--- src/rtl/rf_cmd_sequencer_pkg.sv ---
// ---------------------------------------------------------------------------
// rf_seq_pkg
// Shared types and constants for the register-file command sequencer:
//   op_e      - command operation codes
//   state_e   - sequencer FSM states
//   REG_*     - register codes (T1..T4 = 000..011, R1..R4 = 100..111),
//               identical to the O1Sel encoding of the register file
//   FUNSEL_*  - register-file FunSel function codes
//   funsel_for_op() - FunSel value to present while strobing for an op
// ---------------------------------------------------------------------------
package rf_seq_pkg;

    typedef enum logic [2:0] {
        OP_CLR  = 3'b000,
        OP_LDI  = 3'b001,
        OP_INC  = 3'b010,
        OP_DEC  = 3'b011,
        OP_MOV  = 3'b100,
        OP_RD   = 3'b101,
        OP_ADDN = 3'b110,
        OP_SUBN = 3'b111
    } op_e;

    typedef enum logic [2:0] {
        ST_IDLE   = 3'd0,
        ST_READ   = 3'd1,
        ST_WRITE  = 3'd2,
        ST_REPEAT = 3'd3,
        ST_RESP   = 3'd4
    } state_e;

    localparam logic [2:0] REG_T1 = 3'b000;
    localparam logic [2:0] REG_T2 = 3'b001;
    localparam logic [2:0] REG_T3 = 3'b010;
    localparam logic [2:0] REG_T4 = 3'b011;
    localparam logic [2:0] REG_R1 = 3'b100;
    localparam logic [2:0] REG_R2 = 3'b101;
    localparam logic [2:0] REG_R3 = 3'b110;
    localparam logic [2:0] REG_R4 = 3'b111;

    localparam logic [1:0] FUNSEL_CLR = 2'b00;
    localparam logic [1:0] FUNSEL_LD  = 2'b01;
    localparam logic [1:0] FUNSEL_DEC = 2'b10;
    localparam logic [1:0] FUNSEL_INC = 2'b11;

    // ADDN/SUBN are built from repeated INC/DEC strobes, so they share codes.
    function automatic logic [1:0] funsel_for_op(input op_e op);
        logic [1:0] fs;
        case (op)
            OP_CLR:           fs = FUNSEL_CLR;
            OP_LDI, OP_MOV:   fs = FUNSEL_LD;
            OP_INC, OP_ADDN:  fs = FUNSEL_INC;
            OP_DEC, OP_SUBN:  fs = FUNSEL_DEC;
            default:          fs = FUNSEL_CLR;
        endcase
        return fs;
    endfunction

endpackage

--- src/rtl/rf_cmd_sequencer_if.sv ---
// ---------------------------------------------------------------------------
// rf_cmd_sequencer_if
// Command and read-response handshake bundle of the sequencer.
//   cmd_valid/cmd_ready           - command offer / accept
//   cmd_op, cmd_dst, cmd_src, cmd_imm - command fields
//   rsp_valid/rsp_ready, rsp_data - read (RD) response
// Modports:
//   master - the command issuer (drives commands, consumes responses)
//   slave  - the sequencer
// ---------------------------------------------------------------------------
interface rf_cmd_sequencer_if;

    logic       cmd_valid;
    logic       cmd_ready;
    logic [2:0] cmd_op;
    logic [2:0] cmd_dst;
    logic [2:0] cmd_src;
    logic [7:0] cmd_imm;
    logic       rsp_valid;
    logic [7:0] rsp_data;
    logic       rsp_ready;

    modport master (
        output cmd_valid, cmd_op, cmd_dst, cmd_src, cmd_imm, rsp_ready,
        input  cmd_ready, rsp_valid, rsp_data
    );

    modport slave (
        input  cmd_valid, cmd_op, cmd_dst, cmd_src, cmd_imm, rsp_ready,
        output cmd_ready, rsp_valid, rsp_data
    );

endinterface

--- src/rtl/rf_cmd_sequencer_sel_decoder.sv ---
// ---------------------------------------------------------------------------
// rf_sel_decoder
// Purely combinational write-strobe decoder.
//   i_code [2:0] - register code (T1..T4 = 000..011, R1..R4 = 100..111)
//   i_en         - strobe enable; both outputs are zero when low
//   o_rsel [3:0] - R-bank select, bit3 = R1 ... bit0 = R4
//   o_tsel [3:0] - T-bank select, bit3 = T1 ... bit0 = T4
// ---------------------------------------------------------------------------
import rf_seq_pkg::*;

module rf_sel_decoder (
    input  logic [2:0] i_code,
    input  logic       i_en,
    output logic [3:0] o_rsel,
    output logic [3:0] o_tsel
);

    logic [3:0] w_onehot;

    // Low two code bits pick the register within a bank, MSB-first.
    always_comb begin
        w_onehot = 4'b0000;
        case (i_code[1:0])
            2'b00:   w_onehot = 4'b1000;
            2'b01:   w_onehot = 4'b0100;
            2'b10:   w_onehot = 4'b0010;
            default: w_onehot = 4'b0001;
        endcase
    end

    always_comb begin
        o_rsel = 4'b0000;
        o_tsel = 4'b0000;
        if (i_en) begin
            if (i_code >= REG_R1) begin
                o_rsel = w_onehot;
            end else begin
                o_tsel = w_onehot;
            end
        end
    end

endmodule

--- src/rtl/rf_cmd_sequencer.sv ---
// ---------------------------------------------------------------------------
// rf_cmd_sequencer
// Accepts register-file commands over a valid/ready handshake and turns them
// into register-file control sequences (select strobes, FunSel, RFInput,
// O1Sel reads), returning RD results over a response handshake.
// Ports:
//   i_clk       - clock, all state updates on the rising edge
//   i_rst_n     - synchronous active-low reset
//   bus         - command / response handshake (slave side)
//   i_rd_data   - register-file Output1
//   o_FunSel    - register-file function select
//   o_RSel      - R-bank load strobe (bit3 = R1 ... bit0 = R4)
//   o_TSel      - T-bank load strobe (bit3 = T1 ... bit0 = T4)
//   o_O1Sel     - register-file Output1 select
//   o_RFInput   - register-file load data
//   o_busy      - high whenever the sequencer is not IDLE
// ---------------------------------------------------------------------------
import rf_seq_pkg::*;

module rf_cmd_sequencer (
    input  logic                i_clk,
    input  logic                i_rst_n,
    rf_cmd_sequencer_if.slave   bus,
    input  logic [7:0]          i_rd_data,
    output logic [1:0]          o_FunSel,
    output logic [3:0]          o_RSel,
    output logic [3:0]          o_TSel,
    output logic [2:0]          o_O1Sel,
    output logic [7:0]          o_RFInput,
    output logic                o_busy
);

    state_e     r_state;
    state_e     w_next_state;
    op_e        r_op;
    logic [2:0] r_dst;
    logic [2:0] r_src;
    logic [7:0] r_imm;
    logic [7:0] r_cnt;
    logic [7:0] r_data;

    logic       w_accept;
    logic       w_strobe;
    op_e        w_cmd_op;

    assign w_cmd_op = op_e'(bus.cmd_op);
    assign w_accept = bus.cmd_valid && (r_state == ST_IDLE);

    always_ff @(posedge i_clk) begin
        if (!i_rst_n) begin
            r_state <= ST_IDLE;
            r_op    <= OP_CLR;
            r_dst   <= 3'b000;
            r_src   <= 3'b000;
            r_imm   <= 8'h00;
            r_cnt   <= 8'h00;
            r_data  <= 8'h00;
        end else begin
            r_state <= w_next_state;
            // The counter is loaded with the repeat count on acceptance and
            // counts strobes down while in REPEAT.
            if (w_accept) begin
                r_op  <= w_cmd_op;
                r_dst <= bus.cmd_dst;
                r_src <= bus.cmd_src;
                r_imm <= bus.cmd_imm;
                r_cnt <= bus.cmd_imm;
            end else if (r_state == ST_REPEAT) begin
                r_cnt <= r_cnt - 8'd1;
            end
            if (r_state == ST_READ) begin
                r_data <= i_rd_data;
            end
        end
    end

    always_comb begin
        w_next_state = r_state;
        case (r_state)
            ST_IDLE: begin
                if (w_accept) begin
                    case (w_cmd_op)
                        OP_MOV, OP_RD:    w_next_state = ST_READ;
                        OP_ADDN, OP_SUBN: w_next_state = (bus.cmd_imm != 8'd0) ? ST_REPEAT : ST_IDLE;
                        default:          w_next_state = ST_WRITE;
                    endcase
                end
            end
            ST_READ:   w_next_state = (r_op == OP_MOV) ? ST_WRITE : ST_RESP;
            ST_WRITE:  w_next_state = ST_IDLE;
            // r_cnt holds the strobes still to issue, including this one.
            ST_REPEAT: w_next_state = (r_cnt <= 8'd1) ? ST_IDLE : ST_REPEAT;
            ST_RESP:   w_next_state = bus.rsp_ready ? ST_IDLE : ST_RESP;
            default:   w_next_state = ST_IDLE;
        endcase
    end

    assign w_strobe = (r_state == ST_WRITE) || (r_state == ST_REPEAT);

    rf_sel_decoder u_sel_decoder (
        .i_code (r_dst),
        .i_en   (w_strobe),
        .o_rsel (o_RSel),
        .o_tsel (o_TSel)
    );

    always_comb begin
        o_FunSel      = FUNSEL_CLR;
        o_RFInput     = 8'h00;
        o_O1Sel       = 3'b000;
        o_busy        = (r_state != ST_IDLE);
        bus.cmd_ready = (r_state == ST_IDLE);
        bus.rsp_valid = (r_state == ST_RESP);
        bus.rsp_data  = 8'h00;
        if (w_strobe) begin
            o_FunSel = funsel_for_op(r_op);
        end
        if (r_state == ST_WRITE && r_op == OP_LDI) begin
            o_RFInput = r_imm;
        end else if (r_state == ST_WRITE && r_op == OP_MOV) begin
            o_RFInput = r_data;
        end
        if (r_state == ST_READ) begin
            o_O1Sel = r_src;
        end
        if (r_state == ST_RESP) begin
            bus.rsp_data = r_data;
        end
    end

endmodule

--- src/flat_wrapper.sv ---
// flat-port wrapper written by rule: the top's interface ports become plain ports
module rf_cmd_sequencer_flat 
  (i_clk, i_rst_n, i_rd_data, o_FunSel, o_RSel, o_TSel, o_O1Sel, o_RFInput, o_busy, bus_cmd_valid, bus_cmd_op, bus_cmd_dst, bus_cmd_src, bus_cmd_imm, bus_rsp_ready, bus_cmd_ready, bus_rsp_valid, bus_rsp_data);
  rf_cmd_sequencer_if bus_i ();
  input  logic i_clk;
  input  logic i_rst_n;
  input  logic [7:0] i_rd_data;
  output logic [1:0] o_FunSel;
  output logic [3:0] o_RSel;
  output logic [3:0] o_TSel;
  output logic [2:0] o_O1Sel;
  output logic [7:0] o_RFInput;
  output logic o_busy;
  input wire logic [$bits(bus_i.cmd_valid)-1:0] bus_cmd_valid;
  input wire logic [$bits(bus_i.cmd_op)-1:0] bus_cmd_op;
  input wire logic [$bits(bus_i.cmd_dst)-1:0] bus_cmd_dst;
  input wire logic [$bits(bus_i.cmd_src)-1:0] bus_cmd_src;
  input wire logic [$bits(bus_i.cmd_imm)-1:0] bus_cmd_imm;
  input wire logic [$bits(bus_i.rsp_ready)-1:0] bus_rsp_ready;
  output wire logic [$bits(bus_i.cmd_ready)-1:0] bus_cmd_ready;
  output wire logic [$bits(bus_i.rsp_valid)-1:0] bus_rsp_valid;
  output wire logic [$bits(bus_i.rsp_data)-1:0] bus_rsp_data;
  assign bus_i.cmd_valid = bus_cmd_valid;
  assign bus_i.cmd_op = bus_cmd_op;
  assign bus_i.cmd_dst = bus_cmd_dst;
  assign bus_i.cmd_src = bus_cmd_src;
  assign bus_i.cmd_imm = bus_cmd_imm;
  assign bus_i.rsp_ready = bus_rsp_ready;
  assign bus_cmd_ready = bus_i.cmd_ready;
  assign bus_rsp_valid = bus_i.rsp_valid;
  assign bus_rsp_data = bus_i.rsp_data;
  rf_cmd_sequencer u_core (.i_clk(i_clk), .i_rst_n(i_rst_n), .bus(bus_i), .i_rd_data(i_rd_data), .o_FunSel(o_FunSel), .o_RSel(o_RSel), .o_TSel(o_TSel), .o_O1Sel(o_O1Sel), .o_RFInput(o_RFInput), .o_busy(o_busy));
endmodule
--- config.mk ---
export PLATFORM = sky130hd
export DESIGN_NAME = rf_cmd_sequencer_flat
export DESIGN_NICKNAME = d
export VERILOG_FILES = /design/src/rtl/rf_cmd_sequencer_pkg.sv /design/src/rtl/rf_cmd_sequencer_if.sv /design/src/rtl/rf_cmd_sequencer_sel_decoder.sv /design/src/rtl/rf_cmd_sequencer.sv /design/src/flat_wrapper.sv
export SDC_FILE = /design/constraint.sdc
export NUM_CORES = 1
export LEC_CHECK = 0
export BUFFER_PORTS_ARGS = -buffer_cell sky130_fd_sc_hd__buf_4
export CAP_MARGIN = 0
export CELL_PAD_IN_SITES_DETAIL_PLACEMENT = 1
export CELL_PAD_IN_SITES_GLOBAL_PLACEMENT = 1
export CORE_MARGIN = 1
export CORE_UTILIZATION = 38
export DETAILED_ROUTE_END_ITERATION = 8
export PLACE_DENSITY_LB_ADDON = 0.1
export SLEW_MARGIN = 20
export SYNTH_ARGS = -nofsm -noshare
export SYNTH_HDL_FRONTEND = slang
export SYNTH_SLANG_ARGS = --single-unit
--- constraint.sdc ---
create_clock -name i_clk -period 4.69 [get_ports i_clk]
set_input_delay 0.2345 -clock i_clk [delete_from_list [all_inputs] [get_ports i_clk]]
set_output_delay 0.2345 -clock i_clk [all_outputs]
set_load 0.1 [all_outputs]
# After elaboration in Yosys (flattened, before gate mapping)

Index checks and enable logic that the tools add are counted.

ROM bits: 0
Register bits after elaboration: 36
Memories: 0
Latch bits: 0
Output and inout bits: 32
RAM bits: 0
Input port bits: 29

$lt $le $gt $ge: 2
Add/subtract/negate cells: 1
Shifts and indexed selects: 0
Multiply operators: 0
Reductions and logical operators: 14
Bitwise gates (word level): 0
Multiplexer cells: 20
Equality and inequality tests: 17
Div/mod/pow operators: 0

Operators with widths:

| kind                                                                    | number |
|---|---|
| 8-bit 2-to-1 mux                                                        | 5 |
| 3-bit equality test, second input constant                              | 8 |
| 4-bit 2-to-1 mux                                                        | 4 |
| 3-bit by 2-bit equality test with 1-bit output, second input constant   | 4 |
| 3-bit 2-to-1 mux                                                        | 4 |
| 3-bit case mux with 4 select lines                                      | 1 |
| 4-bit case mux with 3 select lines                                      | 1 |
| 2-bit OR reduction                                                      | 5 |
| 8-bit by 1-bit <= comparator with 1-bit output, second input constant   | 1 |
| 8-bit nonzero test                                                      | 1 |
| 8-bit by 1-bit subtractor with 8-bit output, second input constant      | 1 |
| 3-bit by 1-bit equality test with 1-bit output, second input constant   | 2 |
| 2-bit 2-to-1 mux                                                        | 3 |
| 2-bit case mux with 3 select lines                                      | 1 |
| 3-bit case mux with 2 select lines                                      | 1 |
| 3-bit greater-or-equal comparator, second input constant                | 1 |
| 1-bit logical AND                                                       | 3 |
| 3-bit logical NOT                                                       | 1 |
| 3-bit nonzero test                                                      | 1 |
| 2-bit by 1-bit equality test with 1-bit output, second input constant   | 1 |
| 2-bit equality test, second input constant                              | 1 |
| 2-bit logical NOT                                                       | 1 |
| 2-bit by 1-bit inequality test with 1-bit output, second input constant | 1 |
| 2-bit nonzero test                                                      | 1 |
| 1-bit logical OR                                                        | 1 |

# Logic depth before layout (Yosys ltp)

Gate-level depths: netlist (run 1).

Depth in word-level cells: 5
Gate-level depth with buffers: 6

# Hierarchy

A second synthesis (run 1) with hierarchy kept.

Cell total of the unflattened synthesis: 230
Area, all modules: 1829.3 µm²

Modules (own cells, without submodules):

| module           | instances | seq. area each (µm²) | cells each | area each (µm²) |
|---|---|---|---|---|
| rf_cmd_sequencer | 1         | 720.7                | 222        | 1732.9 |
| rf_sel_decoder   | 1         | 0.0                  | 8          | 96.3 |

# Worst setup path after synthesis (run 1)

OpenSTA, ideal clock, no wires.

Path kind: reg2out
Start point: register u_core.r_state[0]
End point: output port o_busy
Arrival time: 3972 ps
Stages on the path, launching flop included: 4
Slack: 483 ps
Path buffers: 1
Cell sequence: dfxtp_1 > buf_2 > nor3_1 > inv_1

Longest elaborated chain between the ends: 1

Ends and longest elaborated chain:

| item                     | RTL line                | source |
|---|---|---|
| start: declaration       | rf_cmd_sequencer.sv:33  | `state_e r_state;` |
| start signal: assignment | rf_cmd_sequencer.sv:59  | `r_state <= w_next_state;` |
| 3-bit nonzero test       | rf_cmd_sequencer.sv:111 | `o_busy = (r_state != ST_IDLE);` |
| end: declaration         | flat_wrapper.sv:13      | `output logic o_busy;` |

Every way passes these cells.

# Worst setup path after layout (run 1)

Start point: register u_core.r_state[1]
End point: output port o_RFInput[6]

Longest elaborated chain between the ends: 4
Elaborated cells on any way between the ends: 5

Ends and longest elaborated chain:

| item                                               | RTL line                                         | source |
|---|---|---|
| 3-bit by 2-bit equality test with 1-bit output (*) | rf_cmd_sequencer.sv:118, rf_cmd_sequencer.sv:120 |  |
| 1-bit logical AND                                  | rf_cmd_sequencer.sv:120                          | `end else if (r_state == ST_WRITE && r_op == OP_MOV) begin` |
| 8-bit 2-to-1 mux                                   | rf_cmd_sequencer.sv:120                          |  |
| 8-bit 2-to-1 mux (*)                               | rf_cmd_sequencer.sv:118                          | `if (r_state == ST_WRITE && r_op == OP_LDI) begin` |
| end: declaration                                   | flat_wrapper.sv:12                               | `output logic [7:0] o_RFInput;` |

Mark *: on every way between the ends. The rest lies on a longest branch, timed or not.

==> results.sh, run 1 <==
export IMPL_clock_sinks=36
export IMPL_place_ws_ns=2.438
export IMPL_vdd_drop_max_uv=187.5
export IMPL_synth_seq_cells=36
export IMPL_multi_input_area_mm2=0.001017
export IMPL_fmax_mhz=384.4
export IMPL_core_mm2=0.004474
export IMPL_finalWorstSetupSlack_ns=2.089
export IMPL_postLayoutCellArea_mm2=0.002425
export IMPL_grt_usage=0.2298
export IMPL_finClkSkew_ns=0.005126
export IMPL_worstSetupPathType="flip-flop to primary output"
export IMPL_hold_viol=0
export IMPL_setup_tns_ns=0
export IMPL_cp_arrival_ns=2.37
export IMPL_layout_common_cells="buf_4 (62), nand2_1 (53), dfxtp_1 (36)"
export IMPL_h_tree_depth=2
export IMPL_drv_cap=0
export IMPL_synthDistinctLibCells=42
export IMPL_worst_setup_path_start_kind="flip-flop"
export IMPL_leakage_nw=0.9902
export IMPL_wl_per_cell_um=16.11
export IMPL_hp_class="input pin to flip-flop"
export IMPL_yosysSeqAreaShare=0.3964
export IMPL_slowest_delay_ns=0.66
export IMPL_cts_tree="built"
export IMPL_dpl_hpwl_um=3910
export IMPL_p_clk_frac=0.370
export IMPL_viasPerCell=5.595
export IMPL_seqCellArea_um2=720.7
export IMPL_outcome="finished with violations"
export IMPL_postCtsHoldBufs=0
export IMPL_syn_num_nets=264
export IMPL_fin_crit_sh=0.5546
export IMPL_ctsResizeCount=0
export IMPL_slew_headroom=0.3471
export IMPL_area_delta_synth_final_pct=33.38
export IMPL_cts_root_buf="clkbuf_8"
export IMPL_critPathBufInv=1
export IMPL_grt_pass1_vias=1769
export IMPL_violations="DRC"
export IMPL_swShare=0.3068
export IMPL_routed_wl_um=5493
export IMPL_clk_pin_slew_worst_paths_ns=0.08
export IMPL_port_buffers=60
export IMPL_dieArea_mm2=0.005064
export IMPL_final_nets=319
export IMPL_dr_pass1_iters=8
export IMPL_sequentialPowerShare=0.425
export IMPL_holdWs_ns=0.1752
export IMPL_internal_power_mw=0.5736
export IMPL_synth_area_mm2=0.001818
export IMPL_die_height_um=71.17
export IMPL_fp_dieW_um=71.17
export IMPL_placementRows=24
export IMPL_initial_core_util=0.4063
export IMPL_dr_total_vias=1908
export IMPL_drtIter0Drc=91
export IMPL_grt_max_degree=35
export IMPL_yosys_warnings=0
export IMPL_comb_power_share=0.205
export IMPL_path_max_fanout=15
export IMPL_slew_violations=0
export IMPL_crit_family="simple AND/OR/NAND/NOR gates"
export IMPL_postSynthCellCount=233
export IMPL_clk_latency_ns=0.30
export IMPL_grt_pass1_wl_um=8783
export IMPL_drc=4
export IMPL_cts_buffers=5
export IMPL_rsz0062_at_grt="no"
export IMPL_cp_slowest_cell="nor4_2"
export IMPL_postCtsSetupBuffers=0
export IMPL_powerDensity_mw_per_mm2=341.2
export IMPL_crit_chain="nand2b_1 > nor4_2 > a22o_1 > buf_4"
export IMPL_worst_pin_slew_ns=0.9733
export IMPL_insertedDiodeCount=0
export IMPL_clock_path_buffers=2
export IMPL_setup_viol=0
export IMPL_antenna_found_initial=0
export IMPL_power_switching_mw=0.2539
export IMPL_drive_gt1_frac=0.2734
export IMPL_place_area_mm2=0.002298
export IMPL_overflow=0
export IMPL_layout_commonest_cell="buf_4"
export IMPL_cp_end_kind="primary output"
export IMPL_place_congestion=0.7688
export IMPL_num_fill_cells=553
export IMPL_syn_mean_instance_area_um2=7.803
export IMPL_cp_required_ns=4.46
export IMPL_ios=61
export IMPL_ant_nets=0
export IMPL_fin_crit_ns=2.601
[state kept, by name, summed over array words and instances (netlist names)]
| name | cells |
|---|---|
| u_core.r_src | 3 |
| u_core.r_dst | 3 |
| u_core.r_op | 3 |
| u_core.r_state | 3 |
| u_core.r_data | 8 |
| u_core.r_cnt | 8 |
| u_core.r_imm | 8 |
[final cells by class]
type | count | area share
clock inverters | 1 | 0.01238
inverters | 8 | 0.01238
multi-input cells | 175 | 0.4195
repair buffers | 62 | 0.1919
clock buffers | 7 | 0.03973
well taps | 52 | 0.02683
flip-flops and latches | 36 | 0.2972
[layer usage]
layer,vias up,routed length (µm),GRT usage
met3,8,262,0.04131
met5,-,0,0
met1,913,2570,0.3059
met2,55,2583,0.3661
li1,932,-,-
met4,0,77,0.09778
[synthesized netlist by cell type]
| library cell | n | share of area |
|---|---|---|
| o21ai_0 | 2 | 0.0055 |
| clkinv_1 | 1 | 0.0021 |
| or4_1 | 3 | 0.012 |
| or3b_2 | 2 | 0.0096 |
| nor3_1 | 5 | 0.014 |
| nand4bb_1 | 1 | 0.0062 |
| o21bai_1 | 1 | 0.0041 |
| o311ai_0 | 3 | 0.014 |
| or2_2 | 1 | 0.0034 |
| nor4_1 | 3 | 0.010 |
| nor2_1 | 13 | 0.027 |
| a31oi_1 | 5 | 0.017 |
| or4_4 | 1 | 0.0062 |
| nor4_2 | 2 | 0.014 |
| a22o_1 | 8 | 0.039 |
| clkbuf_1 | 11 | 0.023 |
| and2_1 | 11 | 0.038 |
| buf_2 | 3 | 0.0083 |
| a311oi_1 | 3 | 0.014 |
| xor2_1 | 1 | 0.0048 |
| nand3_1 | 3 | 0.0083 |
| a2bb2oi_1 | 1 | 0.0048 |
| mux2_2 | 1 | 0.0062 |
| nand3b_1 | 2 | 0.0083 |
| o41ai_1 | 1 | 0.0048 |
| a22oi_1 | 1 | 0.0041 |
| nor4bb_1 | 1 | 0.0055 |
| or3_1 | 1 | 0.0034 |
| ha_1 | 2 | 0.014 |
| nand2_1 | 53 | 0.11 |
| nor3b_2 | 1 | 0.0069 |
| a211oi_1 | 1 | 0.0041 |
| nor4b_1 | 1 | 0.0048 |
| nor3b_1 | 2 | 0.0083 |
| and3b_1 | 1 | 0.0048 |
| dfxtp_1 | 36 | 0.40 |
| a21oi_1 | 27 | 0.074 |
| and4_1 | 2 | 0.0096 |
| o211ai_1 | 3 | 0.012 |
| or4b_1 | 1 | 0.0055 |
| inv_1 | 7 | 0.014 |
| nand2b_1 | 5 | 0.017 |
[metrics by stage]
step / instances / utilization / total power [mW]
after floorplan: 233 / - / 0.4709
after global placement: 333 / 0.5137 / 0.5228
after detailed placement: 333 / 0.5137 / 0.5275
after CTS: 341 / 0.5419 / 0.8321
after global routing: 341 / 0.5419 / 0.8653
final: 341 / 0.5419 / 0.8274
[power by group through the flow]
stage	logic [mW]	clock network (mW)	registers, mW
2_1_floorplan	0.123	0	0.347
3_3_place_gp	0.166	0	0.357
3_5_place_dp	0.169	0	0.359
4_1_cts	0.170	0.311	0.352
5_1_grt	0.183	0.327	0.355
6_report	0.169	0.306	0.352
[tightest hold or removal path, stage by stage]
cell,delay [ns]
buf_4,0.11
nand2_1,0.04
a21oi_1,0.05
[cell families after synthesis]
group,Yosys count,synth area share
AO/OA/AOI/OAI,56,0.1989
XOR/XNOR,1,0.004818
adder cells (fa/ha/maj),2,0.01376
buffers and inverters,22,0.04749
flip-flops,36,0.3964
multiplexers,1,0.006194
AND/OR/NAND/NOR,115,0.3324
[worst paths after layout]
| path | cells after the start | startpoint | slack (ns) | end |
|---|---|---|---|---|
| min | 3 | bus_cmd_dst[2] | 0.18 | u_core.r_dst[2] |
| max reg2reg | 3 | u_core.r_state[2] | 2.62 | u_core.r_cnt[4] |
| max | 4 | u_core.r_state[1] | 2.09 | o_RFInput[6] |
| min reg2reg | 2 | u_core.r_src[0] | 0.45 | u_core.r_src[0] |
Power figures use the tool's default switching activity.
==> run 2, diff against run 1 <==
- ABC_AREA: unset -> 1
- CORE_UTILIZATION: 38 -> 34
- clock period: 4.69 -> 2.6 ns (I/O delays scaled with it)
==> run 2 against run 1 <==
  * The flow now finishes without violations
  * Clock power rose by 75%
  * Count of clock-buffer cells in the layout did not move
  * Clock skew rose by 0.0029 ns
  * Synthesized area rose by 4.7%
  * Critical endpoint is now o_RFInput[2]
  * Largest cell class unchanged
==> results.sh, run 2 <==
export IMPL_finalWorstSetupSlack_ns=0.6573
export IMPL_clock_path_buffers=2
export IMPL_ant_nets=0
export IMPL_path_max_fanout=9
export IMPL_grt_pass1_wl_um=9791
export IMPL_postLayoutCellArea_mm2=0.002587
export IMPL_grt_max_degree=24
export IMPL_cts_tree="built"
export IMPL_h_tree_depth=2
export IMPL_grt_usage=0.2089
export IMPL_synth_top_area_share=0.3784
export IMPL_fmax_mhz=514.8
export IMPL_yosys_warnings=0
export IMPL_place_ws_ns=0.9435
export IMPL_synth_edff_count=0
export IMPL_drv_cap=0
export IMPL_sequentialPowerShare=0.385
export IMPL_finClkSkew_ns=0.008032
export IMPL_port_buffers=60
export IMPL_synthSimpleGateAreaFrac=0.3259
export IMPL_insertedDiodeCount=0
export IMPL_cp_slowest_cell="dfxtp_1"
export IMPL_clk_latency_ns=0.28
export IMPL_postCtsHoldBufs=0
export IMPL_powerDensity_mw_per_mm2=651.2
export IMPL_ctsResizeCount=0
export IMPL_slowest_delay_ns=0.37
export IMPL_slew_headroom=0.6298
export IMPL_wl_per_cell_um=13.69
export IMPL_clk_pin_slew_worst_paths_ns=0.07
export IMPL_slew_violations=0
export IMPL_place_area_mm2=0.002461
export IMPL_postSynthCellCount=293
export IMPL_clock_sinks=36
export IMPL_setup_viol=0
export IMPL_internal_power_mw=1.088
export IMPL_synth_top_family_by_area="simple AND/OR/NAND/NOR gates"
export IMPL_synth_ff_type="dfxtp_1"
export IMPL_top_regs="u_core.r_cnt x8, u_core.r_data x8, u_core.r_imm x8"
export IMPL_synth_mux_area_frac=0
export IMPL_worstSetupPathType="flip-flop to primary output"
export IMPL_area_delta_synth_final_pct=35.87
export IMPL_core_mm2=0.005238
export IMPL_synth_common_cells="nand2_1 (55), nor2_1 (49), dfxtp_1 (36), inv_1 (36), a21oi_1 (31)"
export IMPL_syn_num_nets=324
export IMPL_worst_setup_path_start_kind="flip-flop"
export IMPL_dr_pass1_iters=4
export IMPL_cp_arrival_ns=1.81
export IMPL_crit_family="simple AND/OR/NAND/NOR gates"
export IMPL_total_power_mw=1.685
export IMPL_synth_compound_area_frac=0.1774
export IMPL_synth_seq_cells=36
export IMPL_drtIter0Drc=61
export IMPL_vdd_drop_max_uv=286.6
export IMPL_p_clk_frac=0.318
export IMPL_yosys_cell_count_top_type="nand2_1"
export IMPL_power_switching_mw=0.5972
export IMPL_synth_area_leaders="dfxtp_1 (38%), nand2_1 (11%), nor2_1 (9.7%), a21oi_1 (8.1%), o21ai_0 (7.6%)"
export IMPL_viasPerCell=4.901
export IMPL_drc=0
export IMPL_cp_required_ns=2.47
export IMPL_yosysSeqAreaShare=0.3784
export IMPL_synth_xor_area_frac=0
export IMPL_postCtsSetupBuffers=0
export IMPL_synth_area_mm2=0.001904
export IMPL_drive_gt1_frac=0.2655
export IMPL_worst_pin_slew_ns=0.5547
export IMPL_yosys_area_share_adder=0.01314
export IMPL_placementRows=26
export IMPL_seqCellArea_um2=720.7
export IMPL_routed_wl_um=5805
export IMPL_critPathBufInv=2
export IMPL_overflow=0
export IMPL_setup_tns_ns=0
export IMPL_dp_cells=416
export IMPL_outcome="finished, final reports clean"
export IMPL_dr_total_vias=2078
export IMPL_initial_core_util=0.3636
export IMPL_place_congestion=0.8339
export IMPL_ios=61
export IMPL_leakage_nw=1.140
export IMPL_yosysTopAreaCell="dfxtp_1"
export IMPL_cts_root_buf="clkbuf_8"
export IMPL_layout_common_cells="buf_4 (61), nand2_1 (55), nor2_1 (40)"
export IMPL_crit_chain="inv_2 > nand2_2 > nor2_4 > nand4_4 > o21ai_0 > buf_4"
export IMPL_syn_mean_instance_area_um2=6.499
export IMPL_grt_pass1_vias=2032
export IMPL_multi_input_area_mm2=0.001041
export IMPL_hold_viol=0
export IMPL_die_height_um=76.84
export IMPL_dpl_hpwl_um=4538
export IMPL_hp_class="input pin to flip-flop"
export IMPL_dieArea_mm2=0.005904
export IMPL_cp_end_kind="primary output"
export IMPL_fin_crit_sh=0.7472
export IMPL_final_nets=384
export IMPL_fp_dieW_um=76.84
export IMPL_fin_crit_ns=1.943
export IMPL_layout_commonest_cell="buf_4"
export IMPL_num_fill_cells=703
export IMPL_swShare=0.3544
export IMPL_stdcell_count=424
export IMPL_final_util=0.4940
export IMPL_async_flop_share=0
export IMPL_antenna_found_initial=0
export IMPL_comb_power_share=0.297
export IMPL_holdWs_ns=0.1202
export IMPL_synthDistinctLibCells=22
export IMPL_rsz0062_at_grt="no"
export IMPL_cts_buffers=5
## run 2: power groups by stage
| stage | combinational (mW) | clock [mW] | sequential (mW) |
|---|---|---|---|
| 2_1_floorplan | 0.378 | 0 | 0.650 |
| 3_3_place_gp | 0.490 | 0 | 0.659 |
| 3_5_place_dp | 0.500 | 0 | 0.661 |
| 4_1_cts | 0.504 | 0.546 | 0.649 |
| 5_1_grt | 0.555 | 0.571 | 0.656 |
| 6_report | 0.500 | 0.536 | 0.649 |
## run 2: final timing paths
kind	from	to	slack, ns	cells after the start
worst max register to register	u_core.r_state[0]	u_core.r_cnt[7]	0.93	8
worst min register to register	u_core.r_src[2]	u_core.r_src[2]	0.46	2
worst min-delay path	i_rd_data[5]	u_core.r_data[5]	0.12	3
worst max-delay path	u_core.r_state[2]	o_RFInput[2]	0.66	6
## run 2: metal layers
layer | vias up | track usage | wire length [µm]
li1 | 1060 | - | -
met1 | 968 | 0.2826 | 2802
met2 | 44 | 0.3366 | 2682
met3 | 6 | 0.03810 | 241
met4 | 0 | 0.05962 | 78
met5 | - | 0 | 0
## run 2: final cells by class
type | count | area share
multi-input cells | 208 | 0.4023
inverters | 41 | 0.05948
flip-flops and latches | 36 | 0.2785
clock inverters | 1 | 0.01161
repair buffers | 61 | 0.1770
well taps | 70 | 0.03385
clock buffers | 7 | 0.03723
## run 2: cells by family (layout without fill, tap and decap cells)
family / after synthesis / in the layout
AO/OA/AOI/OAI: 65 / 65
adder cells (fa/ha/maj): 2 / 2
buffers and inverters: 49 / 110
flip-flops: 36 / 36
AND/OR/NAND/NOR: 141 / 141
## run 2: tightest hold or removal path, cell delays in order
cell     delay [ns]
buf_4          0.07
o21ai_0        0.07
a21oi_1        0.10
